[src/rtl/ofdm_cp_remover_if.sv]
// ---------------------------------------------------------------------------
// ofdm_cp_remover_if
//   AXI-Stream style sample bus shared by the CP remover's input and output.
//   One instance carries one direction of traffic.
//
//   Signals
//     tdata   WIDTH  sample (I in the upper half, Q in the lower half)
//     tlast   1      last beat (end of frame on the input side, end of
//                    symbol on the output side)
//     tvalid  1      source has a beat
//     tready  1      sink accepts the beat
//
//   Modports
//     master  drives tdata/tlast/tvalid, observes tready
//     slave   observes tdata/tlast/tvalid, drives tready
// ---------------------------------------------------------------------------
interface ofdm_cp_remover_if #(
  parameter int WIDTH = 32
);

  logic [WIDTH-1:0] tdata;
  logic             tlast;
  logic             tvalid;
  logic             tready;

  modport master (
    output tdata,
    output tlast,
    output tvalid,
    input  tready
  );

  modport slave (
    input  tdata,
    input  tlast,
    input  tvalid,
    output tready
  );

endinterface : ofdm_cp_remover_if

[src/rtl/ofdm_cp_remover.sv]
// ---------------------------------------------------------------------------
// ofdm_cp_remover
//   Removes the cyclic prefix from every OFDM symbol of a frame and forwards
//   the FFT_LEN useful samples of each symbol as one packet (tlast per
//   symbol). Symbol timing restarts at every input frame boundary. The CP
//   length is captured on the first accepted sample of a frame and held for
//   the whole frame.
//
//   Ports
//     clk        clock
//     reset      asynchronous, active-high reset
//     clear      synchronous clear, same effect as reset
//     cp_len     CP samples to drop per symbol (sampled at frame start)
//     i_axis     input sample stream (slave), tlast marks end of frame
//     o_axis     output sample stream (master), tlast marks end of symbol
//                or of a truncated symbol
//     o_teof     qualifies o_axis.tlast: this symbol ends the frame
//     sym_count  full symbols emitted in the current frame (saturating)
//     trunc_err  one-cycle pulse: the frame ended part-way through a symbol
//
//   Data path: one output register, 1-cycle latency, full throughput.
// ---------------------------------------------------------------------------
module ofdm_cp_remover #(
  parameter int WIDTH       = 32,
  parameter int FFT_LEN     = 64,
  parameter int MAX_CP_LOG2 = 8
) (
  input  logic                   clk,
  input  logic                   reset,
  input  logic                   clear,
  input  logic [MAX_CP_LOG2-1:0] cp_len,
  ofdm_cp_remover_if.slave       i_axis,
  ofdm_cp_remover_if.master      o_axis,
  output logic                   o_teof,
  output logic [15:0]            sym_count,
  output logic                   trunc_err
);

  // The sample counter must index both the CP and the useful part.
  localparam int FFT_W = (FFT_LEN > 1) ? $clog2(FFT_LEN) : 1;
  localparam int CNT_W = (MAX_CP_LOG2 > FFT_W) ? MAX_CP_LOG2 : FFT_W;

  typedef enum logic [0:0] {
    S_CP   = 1'b0,
    S_DATA = 1'b1
  } state_t;

  // -------------------------------------------------------------------------
  // Registers
  // -------------------------------------------------------------------------
  state_t                 r_state;
  logic [CNT_W-1:0]       r_cnt;
  logic [MAX_CP_LOG2-1:0] r_cp_lat;
  logic                   r_frame_start;
  logic [WIDTH-1:0]       r_tdata;
  logic                   r_tlast;
  logic                   r_teof;
  logic                   r_tvalid;
  logic [15:0]            r_sym_count;
  logic                   r_trunc_err;

  // -------------------------------------------------------------------------
  // Combinational control
  // -------------------------------------------------------------------------
  logic [MAX_CP_LOG2-1:0] w_cp_eff;
  logic                   w_in_data;
  logic                   w_out_free;
  logic                   w_in_ready;
  logic                   w_accept;
  logic                   w_cp_end;
  logic                   w_sym_end;
  logic [15:0]            w_sym_base;
  logic [15:0]            w_sym_inc;

  // On the first sample of a frame the live cp_len applies, since the
  // latched copy is only written by that same accept.
  assign w_cp_eff = r_frame_start ? cp_len : r_cp_lat;

  // A frame with zero CP treats its very first sample as useful data.
  assign w_in_data = (r_state == S_DATA) || (r_frame_start && (cp_len == '0));

  // Output register can take a new beat if empty or being drained now.
  assign w_out_free = ~r_tvalid | o_axis.tready;

  // CP samples are discarded, so they never wait on the output side.
  assign w_in_ready = w_in_data ? w_out_free : 1'b1;
  assign w_accept   = i_axis.tvalid & w_in_ready;

  // w_cp_eff is non-zero whenever the CP branch is taken.
  assign w_cp_end  = (r_cnt == (CNT_W'(w_cp_eff) - CNT_W'(1)));
  assign w_sym_end = (r_cnt == CNT_W'(FFT_LEN - 1));

  // The count restarts with the first sample of a new frame, so the value
  // from the previous frame is held until that sample arrives.
  assign w_sym_base = r_frame_start ? 16'd0 : r_sym_count;
  assign w_sym_inc  = (w_sym_base == 16'hFFFF) ? w_sym_base : (w_sym_base + 16'd1);

  // -------------------------------------------------------------------------
  // FSM and output register
  // -------------------------------------------------------------------------
  always_ff @(posedge clk or posedge reset) begin
    if (reset) begin
      r_state       <= S_CP;
      r_cnt         <= '0;
      r_cp_lat      <= '0;
      r_frame_start <= 1'b1;
      r_tdata       <= '0;
      r_tlast       <= 1'b0;
      r_teof        <= 1'b0;
      r_tvalid      <= 1'b0;
      r_sym_count   <= 16'd0;
      r_trunc_err   <= 1'b0;
    end else if (clear) begin
      r_state       <= S_CP;
      r_cnt         <= '0;
      r_cp_lat      <= '0;
      r_frame_start <= 1'b1;
      r_tdata       <= '0;
      r_tlast       <= 1'b0;
      r_teof        <= 1'b0;
      r_tvalid      <= 1'b0;
      r_sym_count   <= 16'd0;
      r_trunc_err   <= 1'b0;
    end else begin
      r_trunc_err <= 1'b0;

      // Drain; a load below in the same cycle overrides this.
      if (r_tvalid && o_axis.tready) begin
        r_tvalid <= 1'b0;
      end

      if (w_accept) begin
        if (r_frame_start) begin
          r_cp_lat      <= cp_len;
          r_frame_start <= 1'b0;
          r_sym_count   <= 16'd0;
        end

        if (!w_in_data) begin
          // ---------------- CP: sample is dropped ----------------
          if (i_axis.tlast) begin
            // Frame ended inside a prefix: the previous symbol (if any)
            // already closed without end-of-frame, nothing more to emit.
            r_trunc_err   <= 1'b1;
            r_state       <= S_CP;
            r_cnt         <= '0;
            r_frame_start <= 1'b1;
          end else if (w_cp_end) begin
            r_state <= S_DATA;
            r_cnt   <= '0;
          end else begin
            r_state <= S_CP;
            r_cnt   <= r_cnt + CNT_W'(1);
          end
        end else begin
          // ---------------- DATA: sample is forwarded ----------------
          r_tdata  <= i_axis.tdata;
          r_tvalid <= 1'b1;
          r_tlast  <= w_sym_end | i_axis.tlast;
          r_teof   <= i_axis.tlast;

          if (w_sym_end) begin
            r_sym_count <= w_sym_inc;
          end

          if (i_axis.tlast) begin
            // Ending mid-symbol closes a short packet and flags truncation.
            r_trunc_err   <= ~w_sym_end;
            r_state       <= S_CP;
            r_cnt         <= '0;
            r_frame_start <= 1'b1;
          end else if (w_sym_end) begin
            r_cnt   <= '0;
            r_state <= (w_cp_eff == '0) ? S_DATA : S_CP;
          end else begin
            r_state <= S_DATA;
            r_cnt   <= r_cnt + CNT_W'(1);
          end
        end
      end
    end
  end

  // -------------------------------------------------------------------------
  // Outputs
  // -------------------------------------------------------------------------
  assign i_axis.tready = w_in_ready;
  assign o_axis.tdata  = r_tdata;
  assign o_axis.tlast  = r_tlast;
  assign o_axis.tvalid = r_tvalid;
  assign o_teof        = r_teof;
  assign sym_count     = r_sym_count;
  assign trunc_err     = r_trunc_err;

endmodule : ofdm_cp_remover

[src/flat_wrapper.sv]
// flat-port wrapper written by rule: the top's interface ports become plain ports
module ofdm_cp_remover_flat 
#(
  parameter int WIDTH       = 32,
  parameter int FFT_LEN     = 64,
  parameter int MAX_CP_LOG2 = 8
)
  (clk, reset, clear, cp_len, o_teof, sym_count, trunc_err, i_axis_tdata, i_axis_tlast, i_axis_tvalid, i_axis_tready, o_axis_tdata, o_axis_tlast, o_axis_tvalid, o_axis_tready);
  ofdm_cp_remover_if #(.WIDTH(WIDTH)) i_axis_i ();
  ofdm_cp_remover_if #(.WIDTH(WIDTH)) o_axis_i ();
  input  logic clk;
  input  logic reset;
  input  logic clear;
  input  logic [MAX_CP_LOG2-1:0] cp_len;
  output logic o_teof;
  output logic [15:0] sym_count;
  output logic trunc_err;
  input wire logic [$bits(i_axis_i.tdata)-1:0] i_axis_tdata;
  input wire logic [$bits(i_axis_i.tlast)-1:0] i_axis_tlast;
  input wire logic [$bits(i_axis_i.tvalid)-1:0] i_axis_tvalid;
  output wire logic [$bits(i_axis_i.tready)-1:0] i_axis_tready;
  output wire logic [$bits(o_axis_i.tdata)-1:0] o_axis_tdata;
  output wire logic [$bits(o_axis_i.tlast)-1:0] o_axis_tlast;
  output wire logic [$bits(o_axis_i.tvalid)-1:0] o_axis_tvalid;
  input wire logic [$bits(o_axis_i.tready)-1:0] o_axis_tready;
  assign i_axis_i.tdata = i_axis_tdata;
  assign i_axis_i.tlast = i_axis_tlast;
  assign i_axis_i.tvalid = i_axis_tvalid;
  assign i_axis_tready = i_axis_i.tready;
  assign o_axis_tdata = o_axis_i.tdata;
  assign o_axis_tlast = o_axis_i.tlast;
  assign o_axis_tvalid = o_axis_i.tvalid;
  assign o_axis_i.tready = o_axis_tready;
  ofdm_cp_remover #(.WIDTH(WIDTH), .FFT_LEN(FFT_LEN), .MAX_CP_LOG2(MAX_CP_LOG2)) u_core (.clk(clk), .reset(reset), .clear(clear), .cp_len(cp_len), .i_axis(i_axis_i), .o_axis(o_axis_i), .o_teof(o_teof), .sym_count(sym_count), .trunc_err(trunc_err));
endmodule
[config.mk]
export PLATFORM = sky130hd
export DESIGN_NAME = ofdm_cp_remover_flat
export DESIGN_NICKNAME = d
export VERILOG_FILES = /design/src/rtl/ofdm_cp_remover_if.sv /design/src/rtl/ofdm_cp_remover.sv /design/src/flat_wrapper.sv
export SDC_FILE = /design/constraint.sdc
export NUM_CORES = 1
export LEC_CHECK = 0
export ABC_AREA = 1
export BUFFER_PORTS_ARGS = -buffer_cell sky130_fd_sc_hd__buf_2
export CORE_AREA = 2 2 91 93
export DETAILED_ROUTE_END_ITERATION = 12
export DIE_AREA = 0 0 93 95
export PLACE_DENSITY_LB_ADDON = 0.05
export SKIP_CTS_REPAIR_TIMING = 1
export SYNTH_ARGS = -nofsm -noshare
export SYNTH_HDL_FRONTEND = slang
export SYNTH_SLANG_ARGS = --single-unit
[constraint.sdc]
create_clock -name clk -period 3.59 [get_ports clk]
set_input_delay 1.077 -clock clk [delete_from_list [all_inputs] [get_ports clk]]
set_output_delay 1.077 -clock clk [all_outputs]
set_load 0.01 [all_outputs]
# ---- Yosys cells after proc, flatten, opt, wreduce, memory -nomap -nowiden
# Cells that the tools add are included.
dict set report word_totals {
  latchBits 0
  ramBits 0
  inputBits 46
  register_bits 70
  n_memories 0
  out_inout_bits 53
  romBits 0
}
dict set report classes {
  n_lt_le_gt_ge 0
  div_mod_pow 0
  n_mul 0
  n_addsub 3
  n_mux 45
  reduce_logical 8
  n_bitwise 5
  n_shift 0
  n_eq_ne 3
}
# op n
set ops {}
lappend ops {{2-to-1 mux 16 bit} 6}
lappend ops {{2-to-1 mux 32 bit} 3}
lappend ops {{2-to-1 mux 8 bit} 10}
lappend ops {{2-to-1 mux 1 bit} 26}
lappend ops {{adder 16 x 1 -> 16 bit (second input constant)} 1}
lappend ops {{== test 16 bit (second input constant)} 1}
lappend ops {{logical NOT 8 bit} 2}
lappend ops {{adder 8 x 1 -> 8 bit (second input constant)} 1}
lappend ops {{== test 8 x 6 -> 1 bit (second input constant)} 1}
lappend ops {{== test 8 bit} 1}
lappend ops {{subtractor 8 x 1 -> 8 bit (second input constant)} 1}
lappend ops {{nonzero test 2 bit} 2}
lappend ops {{logical AND 1 bit} 2}
lappend ops {{NOT 1 bit} 2}
lappend ops {{OR 1 bit} 2}
lappend ops {{AND reduction 2 bit} 1}
lappend ops {{bitwise AND 1 bit} 1}
lappend ops {{logical OR 1 bit} 1}

# ---- Depth between registers and ports, before layout
# Gate-level depths: netlist (run 1).
dict set report logic_depth {
  depth_word 8
  depth_mapped 18
}

# ---- Worst setup path before layout (run 1)
# OpenSTA, ideal clock, no wires.
dict set report synth_path {
  path_type {input -> output}
  startpoint {in cp_len[5]}
  endpoint {out i_axis_tready}
  arrival_time_ps 1615
  t_required_ps 2513
  setup_slack_ps 898
  path_stages 4
  path_buffers 0
  cell_sequence {nor3_1 -> nand4_1 -> nand2_2 -> nand2_1}
}
dict set report synth_between {
  elab_chain_len 4
}
# element line
set synth_rtl {}
lappend synth_rtl {{start: declaration} flat_wrapper.sv:14} ;# input logic [MAX_CP_LOG2-1:0] cp_len;
lappend synth_rtl {{logical NOT 8 bit} ofdm_cp_remover.sv:80} ;# assign w_in_data = (r_state == S_DATA) || (r_frame_start && (cp_len == '0));
lappend synth_rtl {{logical AND 1 bit} ofdm_cp_remover.sv:80}
lappend synth_rtl {{logical OR 1 bit} ofdm_cp_remover.sv:80}
lappend synth_rtl {{2-to-1 mux 1 bit} ofdm_cp_remover.sv:86} ;# assign w_in_ready = w_in_data ? w_out_free : 1'b1;
lappend synth_rtl {{end: declaration} flat_wrapper.sv:21} ;# output wire logic [$bits(i_axis_i.tready)-1:0] i_axis_tready;
# Every way passes these cells.

# ---- Final worst setup path (run 1)
# Same ends and word-level chain as after synthesis.

==> summary.txt, run 1 <==
Detailed routing
  – Drt via density: between 5 and 6
  – Total wire length: 10.24 mm
  – TritonRoute pass-1 iters: 4
  – Post-DRT Antenna Nets: 0
  – Vias: 4034
  – DRT iter0 DRCs: 222
  – # DRC: 0
  – Average wire per standard cell: between 10 and 15 microns

Finish
  – # fillers: ~750
  – Sequential Area: around 0.0018 sq mm
  – Antenna diodes: 0
  – # nets final: 726
  – Area grow syn2layout: 19.43%
  – Layout cell share with drive strength beyond 1: 0.2324
  – Fin area: between 0.004 and 0.005 sq mm
  – Multi-input logic area: ~0.0019 sq mm
  – Core Util, Final: 0.6209

Synth
  – Largest family of logic cells by synthesized area: simple AND/OR/NAND/NOR gates
  – Top FF cell, synth: dfrtp_1
  – Largest cells by area after synthesis: dfrtp_1 (42%), nand2_1 (13%), nand3_1 (10%), inv_1 (8.3%), o21ai_0 (5.5%)
  – Synth cell types: 34
  – Number of synthesized flops with an enable pin: 0
  – Post-synthesis sequential area ratio: 0.4253
  – Proportion of synthesized area in mux cells: 0
  – Register bit count reported by yosys: 70
  – Synth Cell Area: between 0.004 and 0.005 sq mm
  – Compound-Gate Fraction of Synth Area: 0.08895
  – Post-Synth Simple-Gate Area: 0.3473
  – Post-Synth Adder-Cell Area: 0.01214
  – Avg Cell Area, Syn: between 7 and 8 sq um
  – Yosys warns: 0
  – Post-Syn Instances: 577
  – Yosys top cell area share: 0.4189
  – Post-synth top area cell: dfrtp_1
  – Post-synthesis xor/xnor area fraction: 0.01063
  – Asr flop ratio synth: 1.000
  – Syn_nets: approximately 630

Pwr
  – NetSw: about 0.00044 W
  – LEAKAGE: about 2.7 nW
  – Comb power frac: 0.106
  – Clock power share: 0.419
  – Sw Share: 0.2610
  – Sequential power share: 0.476
  – VDD IR max: 0.1828 mV
  – Pint: 0.001247 W
  – Pwr/cell area: roughly 340 mW/mm^2

Clock network
  – CTS tree: built
  – Clock Path Buffers: 2
  – Clk root buf: clkbuf_8
  – TritonCTS Buffers: 9
  – Htree depth: 3
  – Number of clock sinks: 70
  – Clock transition at path regs: 0.07 ns
  – Clk_lat worst skew: about 0.36 ns

Critical path
  – Largest driver fanout on the critical path: 10
  – Crit Path Category: in2out
  – Critical Path AT: approximately 2.1 ns
  – Setup crit end kind: primary output
  – Startpoint Class: input pin
  – Critical Path RT: between 2 and 3 ns

GRT
  – Largest net degree at the start of global routing: 35
  – Antenna violations before repair: 0
  – Vias in the first global route: approximately 3700
  – Global-route wire length before repair: between 15 and 20 mm
  – Grt ovf: 0
  – Gr usage total: 0.2427

Floorplan
  – Die width: slightly above 90 microns
  – Die Y: around 95 microns
  – Die area: approximately 0.0088 sq mm
  – Core Region: approximately 0.008 sq mm
  – Initial Utilization: 0.5199
  – Ports: 99
  – Cell Rows: 33

Placed design
  – Area after DPL: ~0.0047 sq mm
  – Final Wtd Congestion: 0.9108
  – Pre-CTS setup slack: ~0.43 ns
  – Post-DP HPWL: 7.325 mm
  – PortBufs: slightly below 100

Timing
  – Fin. Hold Viols: 0
  – Final TNS setup: 0 ns
  – Crit share post-route: 0.8828
  – Fmax: about 0.32 GHz
  – Min Tclk post-route: 3.169 ns
  – Slew margin rel.: 0.5648
  – Final setup viols: 0
  – Max Slew Vio Count: 0
  – Worst slew pin tran: ~0.65 ns
  – Skew final: 0.01574 ns
  – Post-route setup slack: around 0.42 ns
  – RSZ-0062 raised after global routing: false

Job
  – Max-Cap Viols: 0

Status
  – Status: complete, no violations

Worst hold path
  – Hold WC Path Type: reg2reg
==> final cells by class <==
type                            count  area share
Multi-Input combinational cell    389      0.3843
Sequential cell                    70      0.3561
Timing Repair Buffer              108      0.1149
Inverter                           98     0.07473
Tap cell                          105     0.02669
Clock buffer                       10     0.02593
Clock inverter                      5     0.01729
==> synthesized netlist by cell type, types with 6 or more instances <==
| library cell | instances |
|---|---|
| o21ai_0 | 45 |
| nand3_1 | 86 |
| inv_1 | 91 |
| o22ai_1 | 10 |
| nor2_2 | 9 |
| inv_2 | 6 |
| clkbuf_1 | 9 |
| nand2_1 | 138 |
| nand2_2 | 12 |
| dfrtp_1 | 69 |
| nand4_1 | 11 |
| buf_2 | 6 |
| nor3_1 | 9 |
| nor2_1 | 35 |
==> worst max-delay path, cell delays in order <==
cell,delay [ns]
buf_2,0.10
nor3_1,0.20
nand4_1,0.18
nand2_2,0.22
nand2_1,0.13
buf_2,0.17
==> sequential cells by signal, summed over array words and instances, names as in the netlist <==
name	flops
u_core.o_axis.tdata	32
u_core.sym_count	16
u_core.r_cnt	8
u_core.r_cp_lat	8
u_core.o_axis.tlast	1
u_core.o_axis.tvalid	1
u_core.o_teof	1
u_core.r_frame_start	1
u_core.r_state	1
u_core.trunc_err	1
==> stage by stage <==
stage | instances | hold slack [ns] | total power [W]
2_1_floorplan | 577 | 0.4488 | 0.0009392
6_report | 785 | 0.4809 | 0.001687
3_5_place_dp | 770 | 0.4649 | 0.0009967
3_3_place_gp | 770 | 0.4624 | 0.0009940
5_1_grt | 785 | 0.5294 | 0.001761
4_1_cts | 785 | 0.4836 | 0.001699
==> power by group through the flow <==
stage	Sequential [W]	Combinational [W]	Clock, W
5_1_grt	0.000803	0.000203	0.000755
4_1_cts	0.000802	0.000179	0.000718
2_1_floorplan	0.000818	0.000122	0
6_report	0.000802	0.000179	0.000706
3_3_place_gp	0.000818	0.000176	0
3_5_place_dp	0.000818	0.000179	0
==> path summary, 6_finish.rpt <==
check / depth (start not counted) / to / slack, ns / from
hold / removal: 2 / u_core.r_cnt[7] / 0.48 / u_core.r_cnt[7]
setup reg to reg: 15 / u_core.r_cnt[4] / 1.08 / u_core.r_frame_start
setup / recovery: 6 / i_axis_tready / 0.42 / cp_len[5]
max in group asynchronous: 3 / u_core.r_frame_start / 2.09 / reset
hold reg to reg: 2 / u_core.r_cnt[7] / 0.48 / u_core.r_cnt[7]
min in group asynchronous: 2 / u_core.o_axis.tdata[0] / 0.73 / reset
==> routing by layer <==
layer  GRT usage  routed length (microns)  share of wire
met5           0                        0              0
met4     0.07353                      104          0.010
met3     0.06704                      783          0.076
met2      0.3756                     4679           0.46
met1      0.3338                     4671           0.46
==> cell families after synthesis <==
family,count (synthesis)
adder cells (fa/ha/maj),4
XOR/XNOR,5
AO/OA/AOI/OAI,69
flip-flops,70
AND/OR/NAND/NOR,311
buffers and inverters,118
==> placed cells by master (no fill, tap or decap) <==
cell,netlist,final
a211oi_1,1,1
dfstp_2,1,1
clkbuf_1,9,1
nand4_1,11,11
ha_1,4,4
buf_4,1,10
nand2_2,12,12
nand3_1,86,86
o22ai_1,10,10
xnor2_1,2,2
o21ai_0,45,45
xor2_1,3,3
nand3b_1,1,1
inv_1,91,90
nor2_1,35,35
nand3_2,3,3
nor2_2,9,9
nand4_2,2,2
nand2_1,138,138
nor3_1,9,9
a31oi_1,1,1
a22oi_1,1,1
clkinvlp_4,0,1
a21oi_1,5,5
bufinv_16,0,2
inv_2,6,7
o21ai_1,5,5
buf_2,6,98
nor4_1,1,1
dfrtp_1,69,69
o21bai_1,1,1
nand2_4,2,2
clkinv_1,1,1
clkinv_4,0,2
clkbuf_8,0,9
nor3b_1,2,2
No activity file was read; power rests on OpenSTA's default activity.
==> run 2: changes to the inputs <==
--- a/config.mk
+++ b/config.mk
@@ -7,9 +7,9 @@
 export LEC_CHECK = 0
 export ABC_AREA = 1
 export BUFFER_PORTS_ARGS = -buffer_cell sky130_fd_sc_hd__buf_2
-export CORE_AREA = 2 2 91 93
+export CORE_AREA = 2 2 95 97
 export DETAILED_ROUTE_END_ITERATION = 12
-export DIE_AREA = 0 0 93 95
+export DIE_AREA = 0 0 97 99
 export PLACE_DENSITY_LB_ADDON = 0.05
 export SKIP_CTS_REPAIR_TIMING = 1
 export SYNTH_ARGS = -nofsm -noshare
==> constraint.sdc (replaced) <==
create_clock -name clk -period 2.58 [get_ports clk]
set_input_delay 0.774 -clock clk [delete_from_list [all_inputs] [get_ports clk]]
set_output_delay 0.774 -clock clk [all_outputs]
set_load 0.01 [all_outputs]
==> summary.txt, run 2 (same netlist as run 1, synthesis figures left out) <==
Status
  – Status: complete, no violations

Worst hold path
  – Hold WC Path Type: reg2reg
  – Hold path start: u_core.r_state
  – Cell depth of the worst hold path: 2 (unchanged)

Detailed routing
  – Post-DRT Antenna Nets: 0 (unchanged)
  – Average wire per standard cell: 13.07 microns (+0.24%)
  – TritonRoute pass-1 iters: 4 (unchanged)
  – DRT iter0 DRCs: 184 (-17%)
  – Vias: 4056 (+0.55%)
  – # DRC: 0 (unchanged)
  – Drt via density: 5.108 (-0.59%)
  – Total wire length: 10.38 mm (+1.4%)

Floorplan
  – Cell Rows: 34 (+3.0%)
  – Die Y: 99 microns (+4.2%)
  – Die area: 0.009603 sq mm (+8.7%)
  – Ports: 99 (unchanged)
  – Die width: 97 microns (+4.3%)
  – Initial Utilization: 0.4820 (-0.03788)
  – Core Region: 0.008551 sq mm (+7.9%)

Timing
  – RSZ-0062 raised after global routing: false
  – Crit share post-route: 0.9275
  – Fmax: between 0.4 and 0.5 GHz
  – Min Tclk post-route: roughly 2.4 ns
  – Skew final: 0.01052 ns (-0.005229 ns)
  – Max Slew Vio Count: 0 (unchanged)
  – Fin. Hold Viols: 0 (unchanged)
  – Final hold slack: 0.4928 ns (+0.01190 ns)
  – Post-route setup slack: 0.1871 ns (-0.2335 ns)
  – Slew margin rel.: 0.6776 (+0.1128)
  – Final TNS setup: 0 ns (unchanged)
  – Worst slew pin tran: 0.4831 ns (-0.1690 ns)
  – Final setup viols: 0 (unchanged)

Finish
  – Layout cell share with drive strength beyond 1: 0.2391 (+0.006714)
  – # nets final: 731 (+0.69%)
  – Max reg flops: 32 (unchanged)
  – Core Util, Final: 0.5830 (-0.03793)
  – Most common cell after layout, fill and taps aside: nand2_1
  – Area grow syn2layout: 20.95%
  – Most frequent cells in the layout: nand2_1 (138), buf_2 (98), inv_1 (90)
  – Antenna diodes: 0 (unchanged)

Critical path
  – Startpoint Class: flip-flop
  – Critical Path RT: 1.81 ns (-0.70 ns)
  – R2R depth: 16 (+1)
  – Largest driver fanout on the critical path: 7 (-3)
  – Crit. Startpoint: u_core.r_frame_start
  – Crit Path Category: reg2out
  – Critical Path AT: 1.62 ns (-0.47 ns)
  – Setup crit end kind: primary output
  – Reg2Reg Launch Point: u_core.r_frame_start

GRT
  – Grt ovf: 0 (unchanged)
  – Gr usage total: 0.2212 (-0.02149)
  – Antenna violations before repair: 0 (unchanged)
  – Vias in the first global route: 3927 (+5.8%)
  – Global-route wire length before repair: 17.55 mm (+2.1%)
  – Largest net degree at the start of global routing: 71 (+100%)

Placed design
  – PortBufs: 98 (unchanged)
  – Pre-CTS setup slack: 0.1015 ns (-0.3244 ns)
  – Final Wtd Congestion: 0.9031 (-0.85%)
  – Post-DP HPWL: 7.372 mm (+0.65%)

Clock network
  – Clk root buf: clkbuf_8
  – Number of clock sinks: 70 (unchanged)
  – Clock transition at path regs: 0.08 ns (about the same)
  – Clk_lat worst skew: 0.35 ns (about the same)
  – CTS tree: built
  – Htree depth: 3 (unchanged)
  – Clock Path Buffers: 2 (unchanged)
  – TritonCTS Buffers: 9 (unchanged)

Job
  – Max-Cap Viols: 0 (unchanged)

Pwr
  – Pwr/cell area: 470.9 mW/mm^2 (+37%)
  – VDD IR max: 0.2840 mV (+55%)
  – Power Total: 0.002347 W (+39%)
  – LEAKAGE: 2.715 nW (+1.3%)
[run 2: cell types whose count changed in the layout (fill, tap and decap cells not counted), sizes merged]
cell / delta
clkinv: +1
buf: +5
[run 2: worst max-delay path: stages (launching register included)]
cell     delay [ns]
dfstp_2        0.63
nand2_1        0.10
inv_1          0.06
nand4_1        0.15
nand2_2        0.11
nand2_1        0.07
buf_2          0.16
[run 2: stage by stage]
stage	cells	instance area (sq um)
after global placement	778	4763
final	794	4985
after CTS	794	4977
after floorplan	577	4121
after global routing	794	4985
after detailed placement	778	4763
[run 2: final timing paths]
path,to,slack [ns]
max,i_axis_tready,0.19
min,u_core.r_state,0.49
max reg2reg,u_core.r_cnt[0],0.26
min reg2reg,u_core.r_state,0.49
max in group asynchronous,u_core.r_frame_start,1.76
min in group asynchronous,u_core.o_axis.tdata[8],0.50
[run 2: per-layer routing]
metal | wire (microns) | vias up | global-route usage
met4 | 102 | 0 | 0.07151
met1 | 4683 | 1858 | 0.2872
li1 | - | 2065 | -
met3 | 865 | 10 | 0.06383
met2 | 4730 | 123 | 0.3590
met5 | 0 | - | 0
[run 2: power by group]
part / leakage (nW) / internal, W / switching, W
clock network: 0.106 / 0.000543 / 0.000430
logic: 1.64 / 0.0000904 / 0.000166
registers: 0.968 / 0.00111 / 0.00000791
[run 2: layout make-up]
| type | count | area [sq um] |
|---|---|---|
| Fill cell | 853 | 3566 |
| Multi-Input combinational cell | 389 | 1899 |
| Sequential cell | 70 | 1753 |
| Timing Repair Buffer | 113 | 615.6 |
| Inverter | 98 | 367.9 |
| Tap cell | 108 | 135.1 |
| Clock buffer | 10 | 127.6 |
| Clock inverter | 6 | 86.33 |
